[src/rtl/neural_layer_seq.sv]
// neural_layer_seq
//   Sequencer for one fully-connected layer on the 50-lane neural MAC block.
//   For each output neuron it issues a zeroing first chunk, the remaining
//   chunk accumulations, an optional bias step and a result-RAM write.
//   It only steers addresses and MAC control; data never passes through here.
//
// Build option
//   NEURAL_SEQ_BIAS_EN  defined: bias step per neuron, weight stride C+1 words.
//                       undefined: no bias step, mac_isbias tied 0, stride C.
//
// Ports
//   clk          rising-edge clock
//   rst          asynchronous reset, active low
//   start        begin a layer (sampled only while idle)
//   abort        stop the layer; wins over everything except reset
//   cfg_neurons  neuron count N, latched on accepted start
//   cfg_chunks   chunk count C, latched on accepted start
//   busy         high while chunk/bias/store steps are running
//   done         one-cycle pulse when the layer finishes
//   err          one-cycle pulse with done when N==0 or C==0
//   in_addr      input-buffer chunk index (all ones during the bias step)
//   w_addr       weight-ROM word address
//   mac_zero     MAC zero control
//   mac_isbias   MAC isbias control
//   res_we       result-RAM write enable
//   res_addr     result-RAM address (neuron index)
//
// state  | meaning
// -------+---------------------------------------------------------------
// IDLE   | waiting for start
// CHUNK  | one MAC step per input chunk k = 0..C-1 (k==0 zeroes the MAC)
// BIAS   | bias step: constant-1 input lane, isbias set (bias builds only)
// STORE  | MAC output holds the final sum; write it to the result RAM
// FIN    | done pulse (with err on a bad configuration), then back to IDLE

module neural_layer_seq #(
  parameter int NEURON_W = 8,
  parameter int CHUNK_W  = 4,
  parameter int WADDR_W  = 12
) (
  input  logic                clk,
  input  logic                rst,
  input  logic                start,
  input  logic                abort,
  input  logic [NEURON_W-1:0] cfg_neurons,
  input  logic [CHUNK_W-1:0]  cfg_chunks,
  output logic                busy,
  output logic                done,
  output logic                err,
  output logic [CHUNK_W-1:0]  in_addr,
  output logic [WADDR_W-1:0]  w_addr,
  output logic                mac_zero,
  output logic                mac_isbias,
  output logic                res_we,
  output logic [NEURON_W-1:0] res_addr
);

  typedef enum logic [2:0] {
    S_IDLE  = 3'd0,
    S_CHUNK = 3'd1,
`ifdef NEURAL_SEQ_BIAS_EN
    S_BIAS  = 3'd2,
`endif
    S_STORE = 3'd3,
    S_FIN   = 3'd4
  } state_t;

  state_t              state_q, state_d;
  logic [NEURON_W-1:0] n_cfg_q, n_cfg_d;
  logic [CHUNK_W-1:0]  c_cfg_q, c_cfg_d;
  logic [NEURON_W-1:0] neuron_q, neuron_d;
  logic [CHUNK_W-1:0]  chunk_q, chunk_d;
  logic [WADDR_W-1:0]  w_cnt_q, w_cnt_d;

  logic                busy_q, busy_d;
  logic                done_q, done_d;
  logic                err_q, err_d;
  logic [CHUNK_W-1:0]  in_addr_q, in_addr_d;
  logic [WADDR_W-1:0]  w_addr_q, w_addr_d;
  logic                mac_zero_q, mac_zero_d;
  logic                res_we_q, res_we_d;
  logic [NEURON_W-1:0] res_addr_q, res_addr_d;
`ifdef NEURAL_SEQ_BIAS_EN
  logic                mac_isbias_q, mac_isbias_d;
`endif

  // Next state and counters. w_cnt always holds the word used by the
  // current step, so it advances once per CHUNK/BIAS cycle and never
  // rewinds between neurons.
  always_comb begin
    state_d  = state_q;
    n_cfg_d  = n_cfg_q;
    c_cfg_d  = c_cfg_q;
    neuron_d = neuron_q;
    chunk_d  = chunk_q;
    w_cnt_d  = w_cnt_q;

    case (state_q)
      S_IDLE: begin
        if (start && !abort) begin
          n_cfg_d  = cfg_neurons;
          c_cfg_d  = cfg_chunks;
          neuron_d = '0;
          chunk_d  = '0;
          w_cnt_d  = '0;
          if ((cfg_neurons == '0) || (cfg_chunks == '0)) state_d = S_FIN;
          else                                           state_d = S_CHUNK;
        end
      end
      S_CHUNK: begin
        w_cnt_d = w_cnt_q + WADDR_W'(1);
        if (chunk_q == c_cfg_q - CHUNK_W'(1)) begin
`ifdef NEURAL_SEQ_BIAS_EN
          state_d = S_BIAS;
`else
          state_d = S_STORE;
`endif
        end else begin
          chunk_d = chunk_q + CHUNK_W'(1);
        end
      end
`ifdef NEURAL_SEQ_BIAS_EN
      S_BIAS: begin
        w_cnt_d = w_cnt_q + WADDR_W'(1);
        state_d = S_STORE;
      end
`endif
      S_STORE: begin
        if (neuron_q == n_cfg_q - NEURON_W'(1)) begin
          state_d = S_FIN;
        end else begin
          neuron_d = neuron_q + NEURON_W'(1);
          chunk_d  = '0;
          state_d  = S_CHUNK;
        end
      end
      S_FIN:   state_d = S_IDLE;
      default: state_d = S_IDLE;
    endcase

    if (abort && (state_q != S_IDLE)) state_d = S_IDLE;
  end

  // Outputs are decoded from the state being entered, so every output is a
  // flop and reflects the step executing in the same cycle as state_q.
  always_comb begin
    busy_d     = 1'b0;
    done_d     = 1'b0;
    err_d      = 1'b0;
    in_addr_d  = '0;
    w_addr_d   = '0;
    mac_zero_d = 1'b0;
    res_we_d   = 1'b0;
    res_addr_d = '0;
`ifdef NEURAL_SEQ_BIAS_EN
    mac_isbias_d = 1'b0;
`endif

    case (state_d)
      S_CHUNK: begin
        busy_d     = 1'b1;
        in_addr_d  = chunk_d;
        w_addr_d   = w_cnt_d;
        mac_zero_d = (chunk_d == '0);
      end
`ifdef NEURAL_SEQ_BIAS_EN
      S_BIAS: begin
        busy_d       = 1'b1;
        in_addr_d    = '1;
        w_addr_d     = w_cnt_d;
        mac_isbias_d = 1'b1;
      end
`endif
      S_STORE: begin
        busy_d     = 1'b1;
        res_we_d   = 1'b1;
        res_addr_d = neuron_d;
        // Zeroing here keeps the MAC idle-clean while the RAM captures the sum.
        mac_zero_d = 1'b1;
      end
      S_FIN: begin
        done_d = 1'b1;
        err_d  = (n_cfg_d == '0) || (c_cfg_d == '0);
      end
      default: ;
    endcase
  end

  always_ff @(posedge clk or negedge rst) begin
    if (!rst) begin
      state_q    <= S_IDLE;
      n_cfg_q    <= '0;
      c_cfg_q    <= '0;
      neuron_q   <= '0;
      chunk_q    <= '0;
      w_cnt_q    <= '0;
      busy_q     <= 1'b0;
      done_q     <= 1'b0;
      err_q      <= 1'b0;
      in_addr_q  <= '0;
      w_addr_q   <= '0;
      mac_zero_q <= 1'b0;
      res_we_q   <= 1'b0;
      res_addr_q <= '0;
    end else begin
      state_q    <= state_d;
      n_cfg_q    <= n_cfg_d;
      c_cfg_q    <= c_cfg_d;
      neuron_q   <= neuron_d;
      chunk_q    <= chunk_d;
      w_cnt_q    <= w_cnt_d;
      busy_q     <= busy_d;
      done_q     <= done_d;
      err_q      <= err_d;
      in_addr_q  <= in_addr_d;
      w_addr_q   <= w_addr_d;
      mac_zero_q <= mac_zero_d;
      res_we_q   <= res_we_d;
      res_addr_q <= res_addr_d;
    end
  end

`ifdef NEURAL_SEQ_BIAS_EN
  always_ff @(posedge clk or negedge rst) begin
    if (!rst) mac_isbias_q <= 1'b0;
    else      mac_isbias_q <= mac_isbias_d;
  end
  assign mac_isbias = mac_isbias_q;
`else
  assign mac_isbias = 1'b0;
`endif

  assign busy     = busy_q;
  assign done     = done_q;
  assign err      = err_q;
  assign in_addr  = in_addr_q;
  assign w_addr   = w_addr_q;
  assign mac_zero = mac_zero_q;
  assign res_we   = res_we_q;
  assign res_addr = res_addr_q;

endmodule

[config.mk]
export PLATFORM = sky130hd
export DESIGN_NAME = neural_layer_seq
export DESIGN_NICKNAME = d
export VERILOG_FILES = /design/src/rtl/neural_layer_seq.sv
export SDC_FILE = /design/constraint.sdc
export NUM_CORES = 1
export LEC_CHECK = 0
export CAP_MARGIN = 10
export CORE_MARGIN = 4
export CORE_UTILIZATION = 55
export CTS_CLUSTER_DIAMETER = 50
export DETAILED_ROUTE_END_ITERATION = 6
export DONT_BUFFER_PORTS = 1
export PLACE_DENSITY = 0.7
export REMOVE_ABC_BUFFERS = 1
export SYNTH_ARGS = -nofsm -noshare
export SYNTH_HDL_FRONTEND = slang
export SYNTH_SLANG_ARGS = --single-unit
[constraint.sdc]
create_clock -name clk -period 2.4 [get_ports clk]
set_input_delay 0.48 -clock clk [delete_from_list [all_inputs] [get_ports clk]]
set_output_delay 0.48 -clock clk [all_outputs]
set_load 0.01 [all_outputs]
* Yosys cells after proc, flatten, opt, wreduce, memory -nomap -nowiden *
Cells that the tools add are included.

storage, ports and cells
  register bits after elaboration = 68
  input port bits = 16
  output and inout port bits = 30
  logic and storage cells = 66

operators by class
  add/subtract/negate cells = 5
  equal/unequal tests = 7
  mux-type cells = 27
  reduce and logical (&&, ||, !) cells = 13

operators by type and width
  operator                                             count
  two-way mux 8 bit                                    5
  two-way mux 12 bit                                   2
  two-way mux 4 bit                                    6
  case mux 12 bit (2 select lines)                     1
  zero test 8 bit                                      2
  case mux 8 bit (2 select lines)                      1
  two-way mux 3 bit                                    5
  adder 12 x 1 -> 12 bit, second input constant        1
  zero test 4 bit                                      3
  case mux 4 bit (3 select lines)                      1
  case mux 3 bit (3 select lines)                      1
  adder 8 x 1 -> 8 bit, second input constant          1
  equality test 8 bit                                  1
  subtractor 8 x 1 -> 8 bit, second input constant     1
  equality test 3 x 1 -> 1 bit, second input constant  2
  equality test 3 x 2 -> 1 bit, second input constant  2
  adder 4 x 1 -> 4 bit, second input constant          1
  equality test 4 bit                                  1
  two-way mux 1 bit                                    4
  subtractor 4 x 1 -> 4 bit, second input constant     1
  equality test 3 bit, second input constant           1
  zero test 3 bit                                      1
  nonzero test 3 bit                                   1
  logical AND 1 bit                                    2
  4 further kinds                                      5

* Longest topological paths before layout *
Gate-level depths: netlist of the first run.

  word-level depth = 9
  depth in mapped cells = 10
  mapped depth without buffers = 10

* Worst setup path after synthesis of the first run *
Ideal clock, no wire load.

  kind = reg-to-reg
  start = reg n_cfg_q[0]
  end = reg res_addr_q[1], in the netlist res_addr[1]
  library setup time = 0.119 ns
  arrival = 2.112 ns
  data required time = 2.281 ns
  path slack = 0.169 ns
  stages on the path, launching flop included = 10
  buffers on the path = 0
  period minus slack after synthesis = 2.231 ns
  cells stage by stage = dfrtp_1 > inv_1 > ha_1 > nor4b_1 > a21oi_1 > nor4b_2 > o211a_1 > nor2_1 > a22o_1 > and2_1

between the ends
  elaborated cells on any way between the ends = 9
  classes of those cells = add/sub (1); eq/ne (2); mux (6)

RTL lines
  item                             RTL line  text
  start, declared                  69        logic [NEURON_W-1:0] n_cfg_q, n_cfg_d;
  start signal, assigned           207       n_cfg_q <= n_cfg_d;
  subtractor 8 x 1 -> 8 bit        129       if (neuron_q == n_cfg_q - NEURON_W'(1)) begin
  equality test 8 bit              129
  two-way mux 8 bit                129
  case mux 8 bit (2 select lines)  98        case (state_q)
  via neuron_d[1]                  71        logic [NEURON_W-1:0] neuron_q, neuron_d;
  two-way mux 8 bit                159       case (state_d)
  via res_addr_d[1]                82        logic [NEURON_W-1:0] res_addr_q, res_addr_d;
  end signal, assigned             219       res_addr_q <= res_addr_d;
  end, declared                    82

The timed path passes the listed nets, and every way through them passes these cells.

* Final worst setup path of the first run *
  start = reg c_cfg_q[0]
  end = reg mac_zero_q, in the netlist mac_zero

between the ends
  word-level cells in the longest chain between the ends = 7
  elaborated cells on any way between the ends = 11
  classes of those cells = add/sub (1); eq/ne (3); mux (6); reduce/logical (1)

RTL lines
  item                                                                                 RTL line  text
  start, declared                                                                      70        logic [CHUNK_W-1:0] c_cfg_q, c_cfg_d;
  start signal, assigned                                                               208       c_cfg_q <= c_cfg_d;
  subtractor 4 x 1 -> 4 bit (*)                                                        112       if (chunk_q == c_cfg_q - CHUNK_W'(1)) begin
  equality test 4 bit (*)                                                              112
  two-way mux 3 bit                                                                    112
  case mux 3 bit (3 select lines)                                                      98
  two-way mux 3 bit                                                                    141       if (abort && (state_q != S_IDLE)) state_d = S_IDLE;
  equality test 3 x 2 -> 1 bit / equality test 3 x 1 -> 1 bit (equally long branches)  159
  case mux 1 bit (2 select lines) (*)                                                  159
  via mac_zero_d                                                                       80        logic mac_zero_q, mac_zero_d;
  end signal, assigned                                                                 217       mac_zero_q <= mac_zero_d;
  end, declared                                                                        80

The timed path passes the listed nets; every way through them passes the cells marked *.

==> results of run 1 <==
## state kept, by name, summed over array words and instances (netlist names)
register  cells
busy          1
res_we        1
mac_zero      1
in_addr       4
chunk_q       4
w_addr       12
res_addr      8
c_cfg_q       4
err           1
state_q       3
neuron_q      8
done          1
w_cnt_q      12
n_cfg_q       8
## routing by layer
metal / share of wire (%) / GRT usage (%) / vias up
met3: 6.2 / 5.956 / 18
met1: 43 / 26.55 / 1245
met4: 2.6 / 11.51 / 0
met2: 49 / 33.69 / 76
met5: 0 / 0 / -
li1: - / - / 1208
## where the power goes
part / total, mW / leakage (nW) / switching [mW] / internal (mW)
Sequential: 1.48 / 0.919 / 0.181 / 1.30
Combinational: 1.01 / 0.812 / 0.545 / 0.468
Clock: 0.884 / 0.0986 / 0.403 / 0.481
## cell type report
cell class	count	area share, %
sequential	68	44.63
timing repair buffer	23	5.382
clock inverter	1	0.1313
multi-input combinational	235	41.32
clock buffer	14	4.792
inverter	14	1.378
tap	72	2.363
## critical path, delay by kind of cell (launching register included)
family,cells,cell delay (ps)
XOR/XNOR,1,340
buffers and inverters,2,230
AO/OA/AOI/OAI,5,1020
flip-flops,1,340
adder cells (fa/ha/maj),1,220
AND/OR/NAND/NOR,1,70
## synth_stat cells (2+ instances only)
master,n
sky130_fd_sc_hd__nor3_2,4
sky130_fd_sc_hd__or4_1,2
sky130_fd_sc_hd__nand3_1,8
sky130_fd_sc_hd__dfrtp_1,68
sky130_fd_sc_hd__o21ai_0,28
sky130_fd_sc_hd__a21o_1,3
sky130_fd_sc_hd__and4_1,3
sky130_fd_sc_hd__nor2_1,19
sky130_fd_sc_hd__nand2_1,47
sky130_fd_sc_hd__nand4_1,5
sky130_fd_sc_hd__xor2_1,3
sky130_fd_sc_hd__nand4b_1,2
sky130_fd_sc_hd__nor2b_2,6
sky130_fd_sc_hd__buf_1,2
sky130_fd_sc_hd__a2bb2oi_1,2
sky130_fd_sc_hd__xnor2_1,8
sky130_fd_sc_hd__a21oi_1,17
sky130_fd_sc_hd__and2_1,5
sky130_fd_sc_hd__a22o_1,3
sky130_fd_sc_hd__and2b_1,3
sky130_fd_sc_hd__clkbuf_1,7
sky130_fd_sc_hd__a31oi_1,4
sky130_fd_sc_hd__ha_1,5
sky130_fd_sc_hd__and3_1,7
sky130_fd_sc_hd__nor3_1,4
sky130_fd_sc_hd__inv_1,14
sky130_fd_sc_hd__nor4_1,4
sky130_fd_sc_hd__nor3b_1,2
sky130_fd_sc_hd__or2_2,2
sky130_fd_sc_hd__mux2i_1,2
sky130_fd_sc_hd__o21a_1,2
sky130_fd_sc_hd__nor2b_1,4
sky130_fd_sc_hd__or3_1,2
## kinds of logic after synthesis
| family | share of synthesized area [%] |
|---|---|
| AOI/OAI and AO/OA | 15.93 |
| xor gates and xnor gates | 4.124 |
| adders and majority gates | 1.892 |
| buffers and inverters | 3.330 |
| DFF | 51.46 |
| muxes | 1.059 |
| other | 0.1134 |
| and+or+nand+nor | 22.10 |
## through the flow
stage | total power, mW | setup WS, ps | cell area [um^2]
after floorplan | 2.064 | -76.68 | 3249
after global placement | 2.311 | 60.61 | 3510
after detailed placement | 2.342 | -106.9 | 3510
after CTS | 3.278 | 12.51 | 3744
after global routing | 3.564 | -27.74 | 3812
final | 3.374 | 73.76 | 3812
## repair_timing
item	4_1_cts	5_1_grt
endpoints found under the hold margin	68	0
endpoints found under the setup margin	15	28
resized for setup	4	14
pin swaps	1	8
setup buffers	0	1
hold buffers	1	0
## final timing paths
check | start | endpoint
worst min register to register | w_cnt_q[10] | w_cnt_q[10]
worst max register to register | c_cfg_q[0] | mac_zero
min in group clk | cfg_neurons[7] | n_cfg_q[7]
worst min-delay path | rst | in_addr[3]
worst max-delay path | c_cfg_q[0] | mac_zero
max in group asynchronous | rst | w_addr[2]
==> results.md, run 1 <==
Timing:
- The count of final setup violators is 0.
- The final total negative setup slack is 0 ps.
- The share of the clock period used by the worst path is a little over nine tenths.
- Setup repair after global routing could not meet its margin everywhere.
- The number of endpoints with negative hold slack in the final report is 0.
- Measured against its own limit, the worst slew margin works out to 57.84%.
- For the pin with the worst max-slew slack, the measured transition is between 600 and 700 ps.
- Counting I/O delays and the setup requirement, the final critical path takes between 2000 and 2500 ps.
- Based on the critical path, the design can be clocked at up to 0.4299 GHz.
- Across all hold checks on the routed design, the worst slack comes to 8.576 ps.
- Across the routed clock network, the largest skew measured is between 7 and 8 ps.
- The number of pins with negative max-slew slack in the final report was 0.

Synthesis:
- Yosys mapped a number of flops with a built-in enable equal to 0.
- Counting distinct cell types in the post-synthesis netlist gives 65.
- The library cell with the largest summed area after synthesis is sky130_fd_sc_hd__dfrtp_1.
- Sequential elements use 51.46% of the synthesized area.
- The most common flop cell mapped by yosys is sky130_fd_sc_hd__dfrtp_1.
- The total standard cell area after synthesis is approximately 3300 um^2.
- The number of synthesis warnings is 0.
- The synthesized netlist cell count is 329.
- In this run the biggest area consumer among cell types represents 51.46% of the synthesized area.
- In this run the mean area of a mapped cell was between 10 and 15 um^2.
- The async set-or-reset flop fraction in the synthesized netlist is 100.0%.
- The register bit count reported by yosys is 68.
- Ranked by total cell area, the synthesized netlist is headed by sky130_fd_sc_hd__dfrtp_1 (51%), sky130_fd_sc_hd__nand2_1 (5.3%), sky130_fd_sc_hd__o21ai_0 (4.2%).

Routing:
- Summed over all layers, the routed wires come to roughly 7300 um.
- The violation count after the first detailed-route iteration is 130.
- The remaining antenna violation count after routing is 0.
- The first detailed-routing pass ran for 4 iterations.
- Dividing the detail-routed wire length by the instance count gives 17.11 um.
- The average vias per placed instance is 5.965.
- Detailed routing inserted a total of 2547 vias.
- For this run, design rule violations remaining after detail routing come to 0.

Status:
- The run finished with clean final reports.

Setup path:
- The signal on the critical path passes through inv_1, ha_1, xor3_1, nor3_4, a311oi_2, buf_4, a2bb2oi_1, o31a_1, o21ai_1, o41ai_2.
- The worst stage delay on the critical path is 340 ps.
- STA puts the critical path data arrival time at roughly 2600 ps.
- The cell type of the slowest stage on the worst timing path is sky130_fd_sc_hd__dfrtp_1.
- The biggest fanout along the worst timing path is 3.
- The category of the worst setup path capture point is a register.
- The critical path is of the register to register type.
- The worst setup path is launched from a register.
- For the worst setup path, the data required time is 2630 ps.
- Counting cells, the worst reg-to-reg path comes to 10.
- Across all register-to-register paths, the minimum setup slack is ~74 ps.

Floorplanning:
- Once the floorplan was initialized, standard cells occupied around three fifths of the core.
- The floorplan step set the die height to 85.54 um.
- The die area is around 7300 um^2.
- The number of primary I/O pins is 46.
- After floorplanning, the core was sized to cover approximately 5700 um^2.
- Measured along the x axis, the die boundary spans roughly 86 um.
- After floorplanning, the core was divided into 27 placement rows.

Pwr:
- The worst-case vdd ir drop is 0.5297 mV.
- For this design the static power due to leakage is about 1.8 nW.
- In this run the power density over the cells is 885.1 nW/um^2.

Global route:
- The largest net degree at the start of global routing is 69.
- The overall fraction of global-route tracks in use is a little over a fifth.
- Summed over all layers, the global routing overflow is 0.
- The number of global-route vias before repair is roughly 2500.
- The number of antenna violations at the first check in global routing is 0.
- The first-pass GRT wire length is roughly 12000 um.

Finish:
- The area added between synthesis and finish is 15.29%.
- Leaving out filler cells and counting taps, the final layout contains 427.
- The net count reported at finish is 372.
- The multi-input logic area is 1575 um^2.
- In the layout the commonest cells are sky130_fd_sc_hd__dfrtp_1 (68), sky130_fd_sc_hd__nand2_1 (47), sky130_fd_sc_hd__o21ai_0 (24).
- The antenna diode count is 0.
- The most common library cell in the layout ignoring fill and taps is sky130_fd_sc_hd__dfrtp_1.
- The sequential cells in the finished layout cover a total of ~1700 um^2.
- Of the cells placed in the final design, the portion with a size suffix greater than 1 is approximately a fifth.
- The count of fill cells added during filler insertion is about 460.
- At the end of the flow the core is filled with cells to between 60% and 70%.

Job:
- The number of violations of the max-capacitance limit is 0.

CTS:
- Clock-pin slew was measured on the worst setup and hold paths at roughly 60 ps.
- The number of buffers on the longest clock path is 2.
- Clock tree synthesis found a total of between 60 and 70 sinks.
- CTS built an H-tree with a depth of 3.
- The clock root buffer master is sky130_fd_sc_hd__clkbuf_8.
- The clock reaches the later pin of the worst-skew pair after ~340 ps.
- TritonCTS built the clock tree.
- The number of buffers added by the clock tree synthesis step is 9.

Placement:
- The post-detailed-placement half-perimeter wirelength is roughly 5000 um.
- The last weighted congestion value of the routability-driven placer is a little under 0.9.
- The count of port buffers added during placement is 0.
- In this run, placement finished with an instance count of slightly above 400.

Hold path:
- The worst hold path belongs to the class primary input to asynchronous set/reset pin.
Note: power is estimated with default switching activity, not from simulation.
==> run 2, diff against run 1 <==
PLACE_DENSITY = 0.73   (was 0.7)
clock period = 2 ns   (was 2.4 ns; I/O delays follow)
==> results.md, run 2 (same netlist as run 1, synthesis figures left out) <==
Timing:
- Setup repair after global routing could not meet its margin everywhere.
- The share of the clock period used by the worst path is 121.1%.
- The number of endpoints with negative hold slack in the final report is 0.
- Timing would allow up to 0.4131 GHz.
- The number of pins with negative max-slew slack in the final report was 0.
- Setup violations remaining at the end of the flow were counted as 39.
- The worst path in the final design needs a cycle of 2421 ps, including I/O delays and setup.
- Across the routed clock network, the largest skew measured is about 6.4 ps.
- The final total negative setup slack is -10790 ps.
- The setup slack of the critical path after layout is -421.0 ps.

Floorplanning:
- The number of primary I/O pins is 46.
- The initial utilization of the core area, before any placement, comes to about three fifths.
- The width of the die is roughly 86 um.
- After floorplanning, the core was sized to cover around 5700 um^2.
- The die covers 7317 um^2.
- The number of standard-cell rows in the floorplan is 27.
- The die is approximately 86 um tall.

Finish:
- The antenna diode count is 0.
- The final cell count without fillers is 477.
- The library cells used most frequently in the layout, excluding fill and tap cells, are sky130_fd_sc_hd__dfrtp_1 (68), sky130_fd_sc_hd__buf_4 (56), sky130_fd_sc_hd__nand2_1 (44).
- The post-route netlist has between 30 and 40% of its cells at a drive strength greater than 1.
- After the last flow step, the layout net total stands at 422.
- The library cell used most frequently in the layout, excluding fill and tap cells, is sky130_fd_sc_hd__dfrtp_1.
- The area added between synthesis and finish is 34.66%.
- The sequential cells in the finished layout cover a total of approximately 1700 um^2.
- Counting the fill cells in the layout gives between 300 and 400.
- The multi-input logic area is about 1800 um^2.
- The final core area utilization is between 70% and 80%.

Setup path:
- The critical path goes through buf_6, nor3_4, a221o_1, o311ai_4, o211a_1, buf_6, buf_6, or4_4, a21oi_2.
- Measured in cells, the most critical reg-to-reg path has a length of 9.
- The startpoint type of the worst setup path is a register.
- The worst stage delay on the critical path is approximately 520 ps.
- The start of the worst register-to-register path is n_cfg_q[0].
- The most used cell along the critical path is sky130_fd_sc_hd__buf_6.
- The critical path required time is ~2300 ps.
- The launching instance or port of the critical path is n_cfg_q[0].
- Setup slack on the worst reg-to-reg path comes out at -420 ps.
- Data on the critical path arrives at its endpoint at between 2000 and 3000 ps.
- Among all stages on the critical path, the largest delay is contributed by sky130_fd_sc_hd__or4_4.
- The biggest fanout along the worst timing path is 4.
- The worst setup path is captured at a register.
- The startpoint-to-endpoint class of the critical path is register to register.
- On the critical path the largest part of the delay comes from compound AO/OA/AOI/OAI gates.
- In this run the critical register-to-register path is captured at res_addr[5].
- Together, buffers and inverters on the worst path number 3.

CTS:
- The number of buffers added by the clock tree synthesis step is 9.
- The H-tree generated during clock tree synthesis spans 3 levels.
- The clock insertion delay at the later pin of the skew report is ~350 ps.
- The clock root buffer master is sky130_fd_sc_hd__clkbuf_8.
- TritonCTS built the clock tree.
- The clock passes through at most 2 buffers.
- Clock tree synthesis found a total of slightly below 70 sinks.
- The CTS clock-pin slew for the worst setup and hold paths is around 70 ps.

Routing:
- The count of vias placed by the detailed router is about 2900.
- The detail route stage leaves a number of antenna-violating nets equal to 0.
- The detailed-route wire length per cell is roughly 19 um.
- The final routed wirelength across all metal layers is approximately 8900 um.
- The first routing iteration left 251 violations.
- The first detailed-routing pass took 6 iterations.
- In the routed layout, each cell is associated on average with a via count of 5.975.
- The DRC violation count after routing is 0.

Global route:
- The first-pass GRT wire length is 14290 um.
- The number of global-route vias before repair came to roughly 2800.
- For this run the aggregate overflow at the end of global routing stands at 0.
- The overall fraction of global-route tracks in use is between 20 and 30%.
- Entering global routing, the biggest net connects between 60 and 70 pins.
- The number of antenna violations at the first check in global routing is 0.

Status:
- The flow ran to the end, but the final reports show violations.
- The checks that failed: negative setup slack.

Placement:
- The count of port buffers added during placement is 0.
- The last weighted congestion value of the routability-driven placer is just under 0.9.
- The wire-length estimate of the detail-placed layout is between 5000 and 6000 um.
- The number of cells in the design after placement is between 400 and 500.

Pwr:
- The power per unit of standard cell area is approximately 1000 nW/um^2.
- IR analysis of the VDD net gives a maximum drop of between 0.5 and 0.6 mV.
- Summed over all cells, the static leakage comes to between 2 and 2.5 nW.

Hold path:
- The endpoint of the worst hold path is n_cfg_q[7].
- The depth of the worst hold-timing path is 2.
- The origin of the worst min-delay path is cfg_neurons[7].
- The path class of the lowest-slack min-delay path is primary input to register.

Job:
- Max-cap violations in this run came to 0.
run 2: what timing repair did:
action,in CTS,in global routing
endpoints found under the hold margin,68,0
hold buffers,2,0
endpoints found under the setup margin,40,40
resized for setup,59,26
pin swaps,28,17
buffers inserted,13,7
run 2: routing by layer:
layer	vias up	track usage (%)	part of all wire (%)
met5	-	0	0
met4	0	11.37	2.5
met3	26	6.244	8.3
met2	117	40.54	48
met1	1392	33.17	41
li1	1315	-	-
run 2: worst register-to-register path: cells and delay by family (launching register included):
kind	cells	cell delay, ps
DFF	1	410
buffers and inverters	3	390
AOI/OAI and AO/OA	4	820
and+or+nand+nor	2	730
run 2: power by group:
group | leakage, nW | switching, mW | internal [mW]
Combinational | 1.11 | 0.884 | 0.913
Clock | 0.0935 | 0.504 | 0.603
Sequential | 0.919 | 0.213 | 1.56
run 2: how the worst max path moves through the flow:
stage,slack (ps),cells after the start,end
6_report,-420,9,res_addr[5]
5_1_grt,-520,9,res_addr[5]
4_1_cts,-240,10,w_addr[8]
3_5_place_dp,-510,10,in_addr[3]
3_3_place_gp,-430,8,done
2_1_floorplan,-480,8,w_addr[0]
run 2: final cells by class:
class	instances	share of cell area, %
multi-input cells	235	39.84
flip-flops and latches	68	38.21
repair buffers	73	14.55
clock buffers	13	3.344
well taps	72	2.023
inverters	14	1.236
clock inverters	2	0.7867
run 2: per-stage QoR:
step | power, mW | cell area (um^2) | worst slack, ps | hold slack, ps
detailed placement | 3.021 | 3737 | -514.1 | 106.0
finish | 4.672 | 4453 | -421.0 | 154.7
global route | 4.904 | 4453 | -515.5 | 149.3
floorplan | 2.477 | 3249 | -476.7 | 104.4
CTS | 4.502 | 4308 | -241.4 | 151.4
global placement | 2.971 | 3737 | -428.9 | 106.3
==> run 3, diff against run 2 <==
ABC_CLOCK_PERIOD_IN_PS = 2000   (was default)
SETUP_SLACK_MARGIN = 0.2   (was default)
TNS_END_PERCENT = 100   (was default)
==> results.md, run 3 (same netlist as run 1, synthesis figures left out) <==
Status:
- The flow ran to the end, but the final reports show violations.
- The final reports fail on negative hold slack, negative setup slack.

Floorplanning:
- Pin placement for this block handled 46 I/O pins.
- The number of standard-cell rows in the floorplan is 27.
- The die area is around 7300 um^2.
- The initial utilization of the core area, before any placement, comes to 58.27%.
- The width of the die is roughly 86 um.
- From bottom edge to top edge, the die measures ~86 um.
- The core region area is between 5000 and 6000 um^2.

Timing:
- The post-route clock skew is 7.305 ps.
- The share of the clock period used by the worst path is 125.5%.
- The smallest clock period supported by the final layout is computed as 2510 ps.
- The maximum frequency from static timing analysis is between 0.3 and 0.4 GHz.
- Setup repair after global routing could not meet its margin everywhere.
- Headroom to the max-slew limit came out at 64.70%.
- The count of final setup violators is 40.
- The final total negative setup slack is -15670 ps.
- The actual transition at the worst max-transition pin is 527.6 ps.
- The number of endpoints with negative hold slack in the final report is 68.
- The setup slack of the critical path after layout is -510.3 ps.
- On the final layout, the worst hold slack is -262.2 ps.
- The number of pins with negative max-slew slack in the final report is 0.

Setup path:
- The startpoint-to-endpoint class of the critical path is register to register.
- The worst stage delay on the critical path is 400 ps.
- The critical path data arrival time is 2800 ps.
- The startpoint type of the worst setup path is a register.
- The critical path goes through inv_2, ha_4, nor4b_4, a21oi_2, nor4b_4, o211a_4, buf_6, buf_6, a21o_1, a22o_1, and2_4.
- The worst setup path is captured at a register.
- The biggest fanout along the worst timing path is 4.
- The cell type of the slowest stage on the worst timing path is sky130_fd_sc_hd__dfrtp_1.
- STA puts the critical path data required time at 2290 ps.

Placement:
- The last weighted congestion value of the routability-driven placer is about 0.89.
- The instance area after placement is between 3000 and 4000 um^2.
- Buffers placed on the I/O ports in this run total 0.
- Detailed placement ended at an HPWL of ~5400 um.
- The pre-CTS worst setup slack is -514.1 ps.

Pwr:
- Dividing total power by cell area gives a power density of around 1100 nW/um^2.
- The fraction of power consumed by the clock network is 22.9%.
- In this run switching power makes up 35.16% of total power.
- Summed over all cells, the static leakage comes to 2.131 nW.
- For this design the total switching power over the nets is 1.702 mW.
- The combinational group share of total power is 40.6%.
- Registers are responsible for between 30% and 40% of the overall power.
- IR analysis of the VDD net gives a maximum drop of a little under 0.6 mV.
- The internal portion of total power is 3.139 mW.
- The total design power is between 4 and 5 mW.

Job:
- The number of violations of the max-capacitance limit is 0.

Finish:
- The share of post-route cells with drive strength above 1 is about two fifths.
- The library cell used most frequently in the layout, excluding fill and tap cells, is sky130_fd_sc_hd__dfrtp_1.
- The net count of the finished layout is about 420.
- The area added between synthesis and finish is 38.44%.
- Leaving out fill and tap cells, the most frequent cells in the layout are sky130_fd_sc_hd__dfrtp_1 (68), sky130_fd_sc_hd__buf_4 (50), sky130_fd_sc_hd__nand2_1 (42).
- The number of antenna diodes in the final layout is 0.
- The area of all placed cells without fillers is roughly 4600 um^2.

Global route:
- Summed over all layers, the global routing overflow is 0.
- The first global-routing pass estimated between 10000 and 15000 um of wire.
- The overall fraction of global-route tracks in use is about a quarter.
- The number of global-route vias before repair was ~2900.
- The number of antenna violations at the first check in global routing is 0.
- Entering global routing, the biggest net connects 69 pins.

Routing:
- The remaining antenna violation count after routing is 0.
- The routed layout has 3053 vias.
- The violation count after the first detailed-route iteration is ~320.
- In the routed design, unresolved DRC markers number 0.
- The final routed wirelength across all metal layers is ~10000 um.
- Using the TritonRoute via totals, the vias-per-cell ratio works out to between 6 and 7.
- The number of detailed-route iterations in the first pass is 5.
- Dividing the detail-routed wire length by the instance count gives 21.44 um.

CTS:
- TritonCTS built the clock tree.
- The H-tree was split into 3 levels.
- The later pin in the worst-skew pair is clocked with a latency of approximately 350 ps.
- The clock sink count is 68.
- Clock-pin slew was measured on the worst setup and hold paths at 70 ps.
- The number of buffers added by the clock tree synthesis step is 9.
- The number of buffers on the longest clock path is 2.
- The clock root buffer master is sky130_fd_sc_hd__clkbuf_8.

Hold path:
- The path class of the lowest-slack min-delay path is primary input to asynchronous set/reset pin.
[run 3: cell types whose count changed in the layout (fill, tap and decap cells not counted), moves of 3 or more]
cell	before	now
sky130_fd_sc_hd__buf_4	56	50
sky130_fd_sc_hd__buf_6	12	20
sky130_fd_sc_hd__o21ai_2	2	6
sky130_fd_sc_hd__nand2_2	3	6
[run 3: final cells by class]
| cell class | instances | area [um^2] |
|---|---|---|
| fillers | 280 | 1097 |
| well taps | 72 | 90.09 |
| multi-input cells | 235 | 1897 |
| inverters | 14 | 55.05 |
| clock inverters | 2 | 35.03 |
| repair buffers | 73 | 650.6 |
| flip-flops and latches | 68 | 1702 |
| clock buffers | 13 | 148.9 |
[run 3: timing repair]
action | in CTS | in global routing
hold endpoints to repair | 68 | 68
buffers inserted | 14 | 6
endpoints found under the setup margin | 41 | 43
resized for setup | 69 | 46
pin swaps | 30 | 23
[run 3: critical path, delay by kind of cell, from the launching register on]
kind | cells | cell delay [ps]
and+or+nand+nor | 3 | 810
DFF | 1 | 400
AOI/OAI and AO/OA | 4 | 760
buffers and inverters | 3 | 310
adders and majority gates | 1 | 160
[run 3: power groups by stage]
| stage | combinational, mW | clock, mW | sequential (mW) |
|---|---|---|---|
| final | 1.97 | 1.11 | 1.77 |
| after detailed placement | 1.26 | 0 | 1.76 |
| after floorplan | 0.731 | 0 | 1.75 |
| after global placement | 1.22 | 0 | 1.75 |
| after global routing | 2.06 | 1.19 | 1.79 |
| after CTS | 1.62 | 1.11 | 1.75 |
[run 3: path summary, 6_finish.rpt]
kind                                 from          end  slack, ps  cells past startpoint
hold reg to reg                w_cnt_q[4]   w_cnt_q[4]        530                      1
max in group asynchronous             rst   c_cfg_q[0]       2170                      0
setup / recovery               n_cfg_q[1]  res_addr[1]       -510                     11
hold / removal                        rst   w_addr[10]       -260                      0
setup reg to reg               n_cfg_q[1]  res_addr[1]       -510                     11
min in group clk           cfg_neurons[7]   n_cfg_q[7]        160                      2
[run 3: metrics by stage]
stage,cells,utilization (%)
finish,477,80.67
global route,477,80.67
CTS,471,76.08
detailed placement,442,65.85
global placement,442,65.85
floorplan,317,-
[run 3: per-layer routing]
metal	wire length [um]	global-route usage, %
met1	4058	33.08
met2	4878	38.70
met3	849	6.436
met4	440	11.37
met5	0	0
